<file path="src/rtl/mem_arb_pkg.sv">
`default_nettype none
// +------------------------------------------------------------------------+
// | Package   : mem_arb_pkg                                                |
// | Purpose   : Shared types and default sizes for the IFU/LSU memory      |
// |             arbiter (FSM state encoding, owner id, default widths).    |
// | Revision  : 1.0  initial release                                       |
// +------------------------------------------------------------------------+
package mem_arb_pkg;

    localparam int DEF_ADDR_W  = 32;
    localparam int DEF_DATA_W  = 32;
    localparam int DEF_TIMEOUT = 255;

    // Arbiter transaction phases
    typedef enum logic [1:0] {
        ST_IDLE  = 2'd0,
        ST_ISSUE = 2'd1,
        ST_WAIT  = 2'd2,
        ST_RESP  = 2'd3
    } state_t;

    // Which master owns the current transaction
    typedef enum logic {
        OWN_IFU = 1'b0,
        OWN_LSU = 1'b1
    } owner_t;

endpackage
`default_nettype wire

</file>
<file path="src/rtl/arb_grant.sv">
`default_nettype none
// +------------------------------------------------------------------------+
// | Module    : arb_grant                                                  |
// | Purpose   : Combinational grant selection between IFU and LSU.         |
// |             ARB_RR_EN defined   : round-robin on a tie, using the      |
// |                                   previously granted owner.            |
// |             ARB_RR_EN undefined : fixed priority, LSU wins a tie.      |
// | Revision  : 1.0  initial release                                       |
// +------------------------------------------------------------------------+
module arb_grant
    import mem_arb_pkg::*;
(
    input  logic       ifu_valid,
    input  logic       lsu_valid,
`ifdef ARB_RR_EN
    input  owner_t     last_grant,
`endif
    output logic [1:0] grant,      // bit 0 = IFU, bit 1 = LSU
    output owner_t     owner
);

    // Pick the winner; the grant vector is empty when nobody requests
    always_comb begin
        grant = 2'b00;
        owner = OWN_IFU;
        if (ifu_valid && lsu_valid) begin
`ifdef ARB_RR_EN
            owner = (last_grant == OWN_IFU) ? OWN_LSU : OWN_IFU;
`else
            owner = OWN_LSU;
`endif
        end else if (lsu_valid) begin
            owner = OWN_LSU;
        end else begin
            owner = OWN_IFU;
        end
        if (ifu_valid || lsu_valid) begin
            grant = (owner == OWN_LSU) ? 2'b10 : 2'b01;
        end
    end

endmodule
`default_nettype wire

</file>
<file path="src/rtl/mem_arbiter.sv">
`default_nettype none
// +------------------------------------------------------------------------+
// | Module    : mem_arbiter                                                |
// | Purpose   : Shares one memory port between the IFU and the LSU. One    |
// |             transaction in flight at a time; a watchdog turns a        |
// |             missing memory response into an error response.            |
// | Config    : define ARB_RR_EN for round-robin tie breaking, otherwise   |
// |             the LSU has fixed priority.                                |
// | Revision  : 1.0  initial release                                       |
// +------------------------------------------------------------------------+
module mem_arbiter
    import mem_arb_pkg::*;
#(
    parameter int ADDR_W  = DEF_ADDR_W,
    parameter int DATA_W  = DEF_DATA_W,
    parameter int TIMEOUT = DEF_TIMEOUT
) (
    input  logic                clk,
    input  logic                reset,
    // IFU
    input  logic                ifu_req_valid,
    output logic                ifu_req_ready,
    input  logic [ADDR_W-1:0]   ifu_req_addr,
    output logic                ifu_resp_valid,
    input  logic                ifu_resp_ready,
    output logic [DATA_W-1:0]   ifu_resp_rdata,
    output logic                ifu_resp_err,
    // LSU
    input  logic                lsu_req_valid,
    output logic                lsu_req_ready,
    input  logic [ADDR_W-1:0]   lsu_req_addr,
    input  logic                lsu_req_wen,
    input  logic [DATA_W-1:0]   lsu_req_wdata,
    input  logic [DATA_W/8-1:0] lsu_req_wmask,
    output logic                lsu_resp_valid,
    input  logic                lsu_resp_ready,
    output logic [DATA_W-1:0]   lsu_resp_rdata,
    output logic                lsu_resp_err,
    // Memory side
    output logic                mem_req_valid,
    input  logic                mem_req_ready,
    output logic [ADDR_W-1:0]   mem_req_addr,
    output logic                mem_req_wen,
    output logic [DATA_W-1:0]   mem_req_wdata,
    output logic [DATA_W/8-1:0] mem_req_wmask,
    input  logic                mem_resp_valid,
    input  logic [DATA_W-1:0]   mem_resp_rdata,
    output logic                busy
);

    // Counter just wide enough to hold TIMEOUT; it saturates instead of wrapping
    localparam int               CNT_W    = $clog2(TIMEOUT + 1);
    localparam logic [CNT_W-1:0] CNT_LAST = CNT_W'(TIMEOUT - 1);
    localparam logic [CNT_W-1:0] CNT_MAX  = {CNT_W{1'b1}};

    state_t              state;
    state_t              next_state;
    owner_t              owner;
    owner_t              grant_owner;
    logic [1:0]          grant;
    logic [ADDR_W-1:0]   addr;
    logic                wen;
    logic [DATA_W-1:0]   wdata;
    logic [DATA_W/8-1:0] wmask;
    logic [DATA_W-1:0]   rdata;
    logic                err;
    logic [CNT_W-1:0]    cnt;
    logic                accept;
    logic                issue_go;
    logic                resp_hit;
    logic                timeout_hit;
`ifdef ARB_RR_EN
    owner_t              last_grant;
`endif

    arb_grant u_arb_grant (
        .ifu_valid  (ifu_req_valid),
        .lsu_valid  (lsu_req_valid),
`ifdef ARB_RR_EN
        .last_grant (last_grant),
`endif
        .grant      (grant),
        .owner      (grant_owner)
    );

    // Next-state logic and handshake outputs
    always_comb begin
        next_state     = state;
        ifu_req_ready  = 1'b0;
        lsu_req_ready  = 1'b0;
        mem_req_valid  = 1'b0;
        ifu_resp_valid = 1'b0;
        lsu_resp_valid = 1'b0;
        accept         = 1'b0;
        issue_go       = 1'b0;
        resp_hit       = 1'b0;
        timeout_hit    = 1'b0;
        case (state)
            ST_IDLE: begin
                // Readies stay low while reset is held so nothing is half-accepted
                if (!reset) begin
                    ifu_req_ready = grant[0];
                    lsu_req_ready = grant[1];
                    accept        = |grant;
                end
                if (accept) begin
                    next_state = ST_ISSUE;
                end
            end
            ST_ISSUE: begin
                mem_req_valid = 1'b1;
                if (mem_req_ready) begin
                    issue_go   = 1'b1;
                    next_state = ST_WAIT;
                end
            end
            ST_WAIT: begin
                if (mem_resp_valid) begin
                    resp_hit   = 1'b1;
                    next_state = ST_RESP;
                end else if (cnt == CNT_LAST) begin
                    timeout_hit = 1'b1;
                    next_state  = ST_RESP;
                end
            end
            ST_RESP: begin
                ifu_resp_valid = (owner == OWN_IFU);
                lsu_resp_valid = (owner == OWN_LSU);
                if ((owner == OWN_IFU && ifu_resp_ready) ||
                    (owner == OWN_LSU && lsu_resp_ready)) begin
                    next_state = ST_IDLE;
                end
            end
            default: next_state = ST_IDLE;
        endcase
    end

    // State register
    always_ff @(posedge clk) begin
        if (reset) begin
            state <= ST_IDLE;
        end else begin
            state <= next_state;
        end
    end

    // Request latch, watchdog counter and response capture
    always_ff @(posedge clk) begin
        if (reset) begin
            owner <= OWN_IFU;
            addr  <= '0;
            wen   <= 1'b0;
            wdata <= '0;
            wmask <= '0;
            rdata <= '0;
            err   <= 1'b0;
            cnt   <= '0;
        end else begin
            if (accept) begin
                owner <= grant_owner;
                if (grant_owner == OWN_LSU) begin
                    addr  <= lsu_req_addr;
                    wen   <= lsu_req_wen;
                    wdata <= lsu_req_wdata;
                    wmask <= lsu_req_wmask;
                end else begin
                    // Fetches are always plain reads
                    addr  <= ifu_req_addr;
                    wen   <= 1'b0;
                    wdata <= '0;
                    wmask <= '0;
                end
            end
            if (issue_go) begin
                cnt <= '0;
            end else if (state == ST_WAIT) begin
                cnt <= (cnt == CNT_MAX) ? cnt : cnt + 1'b1;
            end
            if (resp_hit) begin
                rdata <= mem_resp_rdata;
                err   <= 1'b0;
            end else if (timeout_hit) begin
                rdata <= '0;
                err   <= 1'b1;
            end
        end
    end

`ifdef ARB_RR_EN
    // Remember who won the last accepted request for tie breaking
    always_ff @(posedge clk) begin
        if (reset) begin
            last_grant <= OWN_IFU;
        end else if (accept) begin
            last_grant <= grant_owner;
        end
    end
`endif

    assign mem_req_addr   = addr;
    assign mem_req_wen    = wen;
    assign mem_req_wdata  = wdata;
    assign mem_req_wmask  = wmask;
    assign ifu_resp_rdata = ifu_resp_valid ? rdata : '0;
    assign ifu_resp_err   = ifu_resp_valid & err;
    assign lsu_resp_rdata = lsu_resp_valid ? rdata : '0;
    assign lsu_resp_err   = lsu_resp_valid & err;
    assign busy           = (state != ST_IDLE);

endmodule
`default_nettype wire

</file>
<file path="config.mk">
export PLATFORM = sky130hd
export DESIGN_NAME = mem_arbiter
export DESIGN_NICKNAME = d
export VERILOG_FILES = /design/src/rtl/mem_arb_pkg.sv /design/src/rtl/arb_grant.sv /design/src/rtl/mem_arbiter.sv
export SDC_FILE = /design/constraint.sdc
export NUM_CORES = 1
export LEC_CHECK = 0
export CORE_MARGIN = 3
export CORE_UTILIZATION = 41
export DETAILED_ROUTE_END_ITERATION = 6
export PLACE_DENSITY = 0.86
export SETUP_SLACK_MARGIN = 0.15
export SLEW_MARGIN = 30
export SYNTH_ARGS = -nofsm -noshare
export SYNTH_HDL_FRONTEND = slang
export SYNTH_SLANG_ARGS = --single-unit
</file>
<file path="constraint.sdc">
create_clock -name clk -period 2.7 [get_ports clk]
set_clock_uncertainty 0.2 [all_clocks]
set_input_delay 0.54 -clock clk [delete_from_list [all_inputs] [get_ports clk]]
set_output_delay 0.54 -clock clk [all_outputs]
set_load 0.02 [all_outputs]
</file>
==> metrics, run 1 <==
outcome=complete, no violations; number of port buffers=281; DP Area=7840 µm²; post-route antenna net violation count=0; Worst-path clk slew=0.05 ns; Die Area=13,300 µm²; # IOs=282; Final setup violation count=0; Starting Density=42.5%; Final Wtd Congestion=0.814; CP max FO=9; Via density=5.20; Synth area leaders=dfxtp_1 46%, a211oi_2 7.1%, mux2i_1 6.9%; htree depth=4; Mapped Area=4910 µm²; Slew Viols, Final=0; Post-synth ARST share=0%; Root Buffer Master=clkbuf_16; min-delay src=rdata[30]$_SDFFE_PP0P_; final hold slack=0.293 ns; Post-synth EDFFs=0; Area Growth Syn to Fin=71.0%; Overall Global Routing Usage=23.8%; final critical-path share of the clock period=91.5%; row cnt=39; unrepaired setup endpoints after global routing=false; final instance area=8390 µm²; layout cell share with drive strength beyond 1=16.8%; TritonCTS clock tree=yes; leakage power=3.62 nW; top_reg_cell synth=dfxtp_1; placed cell count=894; Pre-antenna DRT Iters=4; Gate Count Post-Synth=495; Yosys cell types=40; worst setup path class=flop to output pin; Longest Clk Path Bufs=2; CTS buffer count=17; Die W=115 µm; hold path cells=1; Post-Layout Cell Count=931; Vias=4,839; Period minus WS final=2.47 ns; worst reg2reg setup slack=0.59 ns; pin count of the biggest net entering global routing=50; Crit path arrival time=1.73 ns; Hold Path Class=flop to flop; Cell Pwr Density=779 nW/µm²; antenna violations before repair=0; Net count, final=922; starting DRC count in detailed routing=326; final WL=16,800 µm; Hold Vio Cnt, Final=0; Crit. End Element=output pin; Worst EP required=1.96 ns; worst reg2reg path endpoint=mem_req_addr[16]$_SDFFE_PP0P_; Worst Tran Pin Value=0.652 ns; Routed WL per cell=18.0 µm; worst r2r path cells=8; Yosys top cell by area=dfxtp_1; clk_lat worst skew=0.40 ns; Seq/Total Area, Yosys=46.1%; slew margin rel.=56.5%; commonest non-fill, non-tap cell in the layout=clkdlybuf4s50_1; chip height=115 µm; Peak VDD IR=0.000555 V; CTS Hold Buffers Added=0; Synth Register Bits=113; synth warn=0; commonest cells after routing, fill and taps aside=208 x clkdlybuf4s50_1, 111 x dfxtp_1, 79 x nor2_1, 38 x a22oi_1; Synth Net Count=642; DP Wirelength=12,100 µm; Reg2Reg Launch Point=state[0]$_SDFFE_PP0P_; Max-cap violations=0; Avg Cell Area, Syn=9.92 µm²; worst slack, placed=0.156 ns; Max Clock Freq=405 MHz; fin worst setup slack=0.229 ns; first-pass GRT wire length=24,800 µm; CTS sink cnt=113; GRT overflow=0; Post-route DRC=0; critical path launch point type=flop; Synth top area share=46.1%; setup tns final=0 ns; vias in the first global route=4,826; Hold Path End=rdata[30]$_SDFFE_PP0P_; diodes inserted=0; CORE AREA=11,600 µm²
where the power goes:
group / leakage (nW) / internal, mW / switching [mW]
Combinational: 2.41 / 1.03 / 1.13
Clock: 0.285 / 1.47 / 0.771
Sequential: 0.922 / 1.95 / 0.179
state kept, by name, indices dropped and copies added, names as in the netlist:
signal,cells
mem_req_wdata,32
mem_req_wmask,4
rdata,32
state,2
owner,1
mem_req_wen,1
cnt,8
err,1
mem_req_addr,32
critical path, stage by stage, from the launching register on:
cell and delay [ns]:
dfxtp_2 0.37, ha_4 0.15, nor2b_4 0.15, buf_12 0.14
buf_8 0.12, and2_1 0.13, clkdlybuf4s15_2 0.26
area by class of cell:
class	instances	area, µm²
timing repair buffer	304	2900
clock inverter	13	161
clock buffer	19	443
tap	143	179
multi-input combinational	334	2430
inverter	5	18.8
sequential	113	2260
fill	831	3170
synthesized netlist by cell type, drive strengths merged (5+ instances only):
master	number
buf	22
inv	5
and3	34
ha	6
dfxtp	113
a211oi	35
nor2	80
a22o	32
and2	37
clkbuf	21
mux2i	34
a22oi	38
metal layers:
metal / up-vias / global-route usage (%) / part of all wire, %
li1: 2348 / - / -
met1: 2252 / 26.0 / 37
met2: 203 / 43.3 / 52
met3: 36 / 6.42 / 7.7
met4: 0 / 9.78 / 2.7
met5: - / 0 / 0
timing repair:
action,in CTS,in global routing
gates resized for setup,149,37
setup endpoints to repair,71,65
gates cloned,1,3
buffers inserted,0,1
pin swaps,0,0
kinds of logic (layout without fill, tap and decap cells):
group / Yosys count / count (layout) / share of synthesized area (%)
compound gates: 123 / 123 / 22.5
xor+xnor: 4 / 4 / 0.714
fa+ha+maj: 6 / 6 / 1.53
buf+inv: 48 / 341 / 4.97
flops: 113 / 113 / 46.1
mux: 34 / 34 / 6.93
simple gates: 167 / 167 / 17.3
how the worst max path moves through the flow:
stage | startpoint | end | cells after the start
floorplan | state[1]$_SDFFE_PP0P_ | ifu_resp_rdata[22] | 4
global placement | ifu_req_valid | ifu_req_ready | 3
detailed placement | ifu_req_valid | ifu_req_ready | 3
CTS | state[1]$_SDFFE_PP0P_ | ifu_resp_rdata[12] | 5
global route | state[1]$_SDFFE_PP0P_ | ifu_resp_rdata[12] | 6
finish | state[1]$_SDFFE_PP0P_ | ifu_resp_rdata[12] | 6
stage by stage:
step,power (mW),util (%)
floorplan,3.33,-
global placement,4.16,67.8
detailed placement,4.24,67.8
CTS,6.52,73.2
global route,6.83,72.6
finish,6.54,72.6
(Power assumes the default switching activity.)
==> run 2: changes to the inputs <==
--- a/config.mk
+++ b/config.mk
@@ -6,5 +6,5 @@
 export NUM_CORES = 1
 export LEC_CHECK = 0
-export CORE_MARGIN = 3
+export CORE_MARGIN = 2
 export CORE_UTILIZATION = 41
 export DETAILED_ROUTE_END_ITERATION = 6
==> constraint.sdc (replaced) <==
create_clock -name clk -period 2.7 [get_ports clk]
set_clock_uncertainty 0.2 [all_clocks]
set_input_delay 0.54 -clock clk [delete_from_list [all_inputs] [get_ports clk]]
set_output_delay 0.54 -clock clk [all_outputs]
set_load 0.01 [all_outputs]
==> run 2 against run 1 <==
  * Worst setup slack worse by 0.099 ns
  * Routed wire length increased by 1.8%
  * Sequential cell count stayed put
  * Count of clock-buffer cells in the layout is the same
  * Global-route usage is 1.5 points higher
  * Critical path depth increased by 1
  * Worst hold slack improved by 0.0098 ns
  * Combinational power fell by 6%
  * Final cell count rose by 0.86%
  * Utilization grew 1.2 points
  * Largest power group is now registers
==> metrics, run 2 (synthesis results as in run 1) <==
row cnt=39 (unchanged); area of the multi-input gates=2440 µm² (+0.15%); Post-route DRC=0 (unchanged); commonest non-fill, non-tap cell in the layout=clkdlybuf4s50_1; Hold Vio Cnt, Final=0 (unchanged); pin count of the biggest net entering global routing=50 (unchanged); # IOs=282 (unchanged); layout cell share with drive strength beyond 1=14.8% (-1.9 points); Final setup violation count=0 (unchanged); Net count, final=930 (+0.87%); Cell Pwr Density=728 nW/µm² (-6.5%); Vias=5,043 (+4.2%); Area Growth Syn to Fin=73.7%; Slew Viols, Final=0 (unchanged); CP max FO=4 (-5); diodes inserted=0 (unchanged); leakage power=4.01 nW (+11%); first-pass GRT wire length=25,900 µm (+4.2%); Max-cap violations=0 (unchanged); Overall Global Routing Usage=25.2% (+1.5 points); final hold slack=0.303 ns (+0.00976 ns); antenna violations before repair=0 (unchanged); Worst EP required=1.96 ns (about the same); Longest Clk Path Bufs=2 (unchanged); outcome=complete, no violations; number of port buffers=281 (unchanged); Worst Tran Pin Value=0.672 ns (+0.0195 ns); vias in the first global route=5,140 (+6.5%); htree depth=4 (unchanged); unrepaired setup endpoints after global routing=true; Crit. End Element=output pin; slew margin rel.=55.2% (-1.3 points); Period minus WS final=2.57 ns (+0.0989 ns); DP Wirelength=12,100 µm (about the same); Max Clock Freq=389 MHz (-3.8%); Via density=5.37 (+3.3%); TritonCTS clock tree=yes; CTS buffer count=17 (unchanged); total power=6.21 mW (-5.0%); FILL cells=824 (-0.84%); Final Wtd Congestion=0.859 (+5.5%); Crit path arrival time=1.83 ns (+0.10 ns); final critical-path share of the clock period=95.2% (+3.7 points); Hold Path Class=flop to flop; Starting Density=42.5% (unchanged); sequential cell area=2270 µm² (+0.22%); Die W=113 µm (-1.7%); worst setup path class=flop to output pin; Util after Layout=73.7% (+1.2 points); final WL=17,100 µm (+1.8%); clk_lat worst skew=0.39 ns (about the same); GRT overflow=0 (unchanged); Worst-path clk slew=0.05 ns (about the same); CORE AREA=11,600 µm² (unchanged); Routed WL per cell=18.2 µm (+0.92%); Die Area=12,900 µm² (-3.4%); commonest cells after routing, fill and taps aside=215 x clkdlybuf4s50_1, 111 x dfxtp_1, 79 x nor2_1, 38 x a22oi_1, 36 x and2_1; setup tns final=0 ns (unchanged); Root Buffer Master=clkbuf_16; chip height=113 µm (-1.7%); post-route antenna net violation count=0 (unchanged); CTS sink cnt=113 (unchanged); starting DRC count in detailed routing=360 (+10%); critical path launch point type=flop; Pre-antenna DRT Iters=5 (+1); Peak VDD IR=0.000478 V (-14%)
## run 2: report_power, final
| group | switching, mW | leakage (nW) | internal (mW) |
|---|---|---|---|
| combinational | 0.982 | 2.84 | 1.05 |
| clock | 0.775 | 0.256 | 1.26 |
| sequential | 0.184 | 0.922 | 1.95 |
## run 2: worst paths after layout
path / from / endpoint / slack [ns] / cells after the start
worst max-delay path: state[0]$_SDFFE_PP0P_ / ifu_resp_rdata[4] / 0.13 / 7
worst min-delay path: rdata[0]$_SDFFE_PP0P_ / rdata[0]$_SDFFE_PP0P_ / 0.30 / 1
worst max register to register: state[0]$_SDFFE_PP0P_ / mem_req_addr[29]$_SDFFE_PP0P_ / 0.57 / 8
worst min register to register: rdata[0]$_SDFFE_PP0P_ / rdata[0]$_SDFFE_PP0P_ / 0.30 / 1
## run 2: repair_timing
action / CTS / global route
hold buffers: 0 / 0
endpoints found under the hold margin: 0 / 0
buffers inserted: 6 / 4
setup endpoints to repair: 71 / 52
cloned: 3 / 1
gates resized for setup: 55 / 60
## run 2: final cells by class
class	count	share of cell area (%)
clock buffers	19	5.08
clock inverters	13	1.34
inverters	5	0.220
multi-input cells	334	28.6
flip-flops and latches	113	26.6
well taps	143	2.10
repair buffers	312	36.1
## run 2: routing by layer
layer  vias to the layer above  global-route usage, %  part of all wire (%)
met3                        36                   6.27                   6.9
met2                       220                   45.9                    52
li1                       2359                      -                     -
met1                      2428                   27.9                    38
met4                         0                   11.1                   2.9
met5                         -                      0                     0
## run 2: stage by stage
step | setup WS (ns) | cell area (µm²) | cells
6_report | 0.130 | 8530 | 939
5_1_grt | 0.0714 | 8530 | 939
4_1_cts | 0.0885 | 8440 | 934
3_5_place_dp | 0.270 | 7820 | 893
3_3_place_gp | 0.255 | 7820 | 893
2_1_floorplan | 0.556 | 4910 | 495
## run 2: worst max-delay path, cell delays in order (launching register included)
cell and delay (ns):
dfxtp_4 0.36, ha_4 0.17, nor2b_4 0.22, buf_6 0.13
buf_4 0.10, buf_4 0.10, and2_1 0.12, clkdlybuf4s15_1 0.23
==> run 3: changes to the inputs <==
Settings changed: SETUP_SLACK_MARGIN 0.15 to 0.5.
==> run 3 against run 2 <==
  * Count of clock-buffer cells in the layout stayed put
  * Clock power hardly changed
  * Critical path depth stayed put
  * Register-to-register slack worse by 0.05 ns
  * Via count is 4.9% higher
  * Global-route usage is 1.7 points higher
  * Largest cell class unchanged
  * Largest power group is now combinational logic
==> metrics, run 3 (synthesis results as in run 1) <==
number of port buffers=281 (unchanged); DP Area=7820 µm² (unchanged); switch share=31.9% (+0.67 points); Overall Global Routing Usage=26.9% (+1.7 points); Cell Pwr Density=733 nW/µm² (+0.66%); Post-route DRC=0 (unchanged); row cnt=39 (unchanged); vias in the first global route=5,312 (+3.3%); Max Clock Freq=395 MHz (+1.5%); Buffers & Inverters on Critical Path=4 (unchanged); Reg2Reg Launch Point=state[0]$_SDFFE_PP0P_; Slew Viols, Final=0 (unchanged); Crit path arrival time=1.79 ns (-0.04 ns); CORE AREA=11,600 µm² (unchanged); worst setup path class=flop to output pin; CP max FO=5 (+1); GRT overflow=0 (unchanged); Hold Path Class=flop to flop; pin count of the biggest net entering global routing=50 (unchanged); Final setup violation count=0 (unchanged); Net count, final=955 (+2.7%); Root Buffer Master=clkbuf_16; CTS Hold Buffers Added=0 (unchanged); Final Wtd Congestion=0.859 (unchanged); final WL=19,100 µm (+12%); Hold Vio Cnt, Final=0 (unchanged); most used cell along the critical path=buf_6; hold path cells=2 (+1); DP Wirelength=12,100 µm (unchanged); Longest Clk Path Bufs=2 (unchanged); post-route antenna net violation count=0 (unchanged); CTS buffer count=17 (unchanged); antenna violations before repair=0 (unchanged); commonest non-fill, non-tap cell in the layout=clkdlybuf4s50_1; starting DRC count in detailed routing=378 (+5.0%); worst r2r path cells=8 (unchanged); leakage power=3.73 nW (-7.0%); # IOs=282 (unchanged); first-pass GRT wire length=27,400 µm (+5.9%); Stages on worst setup path=7 (unchanged); clk_lat worst skew=0.39 ns (about the same); Post-Layout Cell Count=964 (+2.7%); Pre-antenna DRT Iters=5 (unchanged); Crit. End Element=output pin; slew margin rel.=54.6% (-0.59 points); chip height=113 µm (unchanged); Area Growth Syn to Fin=83.1%; Comb pwr share=36.4% (+3.7 points); Max-cap violations=0 (unchanged); Peak VDD IR=0.000481 V (+0.72%); sw power=2.10 mW (+8.4%); Worst Tran Pin Value=0.681 ns (+0.00880 ns); Worst Setup SP=state[0]$_SDFFE_PP0P_; worst-path cell chain=ha_4, nor2b_4, buf_6, buf_6, buf_6, and2_4, buf_6; clock power share=31.0% (-1.8 points); commonest cells after routing, fill and taps aside=207 x clkdlybuf4s50_1, 111 x dfxtp_1, 79 x nor2_1, 69 x buf_6, 38 x a22oi_1; Via density=5.49 (+2.2%); unrepaired setup endpoints after global routing=true; CTS sink cnt=113 (unchanged); outcome=complete, no violations; Worst-path clk slew=0.06 ns (about the same); final critical-path share of the clock period=93.8% (-1.4 points); sequential share of power=32.6% (-1.9 points); layout cell share with drive strength beyond 1=30.3% (+16 points); TritonCTS clock tree=yes; Routed WL per cell=19.8 µm (+9.1%); diodes inserted=0 (unchanged); Top Family by Delay on Critical Path=buffers and inverters; min-delay src=mem_req_wdata[23]$_SDFFE_PP0P_; Worst EP required=1.96 ns (about the same); crit-path max cell delay=0.37 ns (about the same); Cell Int Power=4.48 mW (+5.0%); Period minus WS final=2.53 ns (-0.0375 ns); Vias=5,291 (+4.9%); Starting Density=42.5% (unchanged); setup tns final=0 ns (unchanged); Die Area=12,900 µm² (unchanged); critical path launch point type=flop; htree depth=4 (unchanged); slowest CP cell=dfxtp_4; Die W=113 µm (unchanged); final instance area=8990 µm² (+5.4%); placed cell count=893 (unchanged)
## run 3: changes by cell type in the layout (fill, tap and decap cells not counted), sizes merged
cell,previous run,this run
buf,33,125
clkdlybuf4s50,215,207
dlymetal6s2s,28,0
clkbuf,32,23
clkdlybuf4s15,2,1
dlygate4sd2,21,0
## run 3: repair_timing
item                       CTS  global route
pin swaps                   11             2
setup endpoints to repair   72            68
buffers inserted            21            11
cloned                       5             2
resized for setup          345            80
## run 3: tightest hold or removal path: stages (launching register included)
cell and delay (ns):
dfxtp_1 0.33, a22oi_1 0.06, nor2_1 0.08
## run 3: layout make-up
| type | instances | area (µm²) |
|---|---|---|
| clock buffers | 19 | 433 |
| flip-flops and latches | 113 | 2270 |
| fillers | 741 | 2580 |
| multi-input cells | 334 | 2620 |
| clock inverters | 13 | 114 |
| repair buffers | 337 | 3350 |
| inverters | 5 | 21.3 |
| well taps | 143 | 179 |
## run 3: power groups by stage
| stage | sequential, mW | clock (mW) | combinational, mW |
|---|---|---|---|
| 6_report | 2.15 | 2.04 | 2.40 |
| 4_1_cts | 2.14 | 2.07 | 2.15 |
| 3_5_place_dp | 2.15 | 0 | 1.92 |
| 5_1_grt | 2.17 | 2.16 | 2.54 |
| 3_3_place_gp | 2.13 | 0 | 1.84 |
| 2_1_floorplan | 2.20 | 0 | 0.967 |
## run 3: per-stage QoR
stage          worst slack (ns)  power (mW)  hold slack [ns]  util (%)
2_1_floorplan             0.556        3.17            0.255         -
3_3_place_gp              0.255        3.97            0.271      67.6
3_5_place_dp              0.270        4.07            0.285      67.6
4_1_cts                   0.212        6.36            0.306      73.9
5_1_grt                   0.103        6.88            0.315      77.7
6_report                  0.168        6.58            0.305      77.7
## run 3: final timing paths
path                                                  endpoint  slack, ns
worst max-delay path                         ifu_resp_rdata[0]       0.17
worst min-delay path            mem_req_wdata[23]$_SDFFE_PP0P_       0.30
worst max register to register           state[0]$_SDFFE_PP0P_       0.52
worst min register to register  mem_req_wdata[23]$_SDFFE_PP0P_       0.30
## run 3: routing by layer
metal | track usage, % | vias to the layer above | wire length (µm)
met3 | 6.64 | 50 | 1220
met2 | 48.0 | 271 | 10100
met1 | 30.7 | 2556 | 7110
li1 | - | 2414 | -
met4 | 11.1 | 0 | 675
met5 | 0 | - | 0
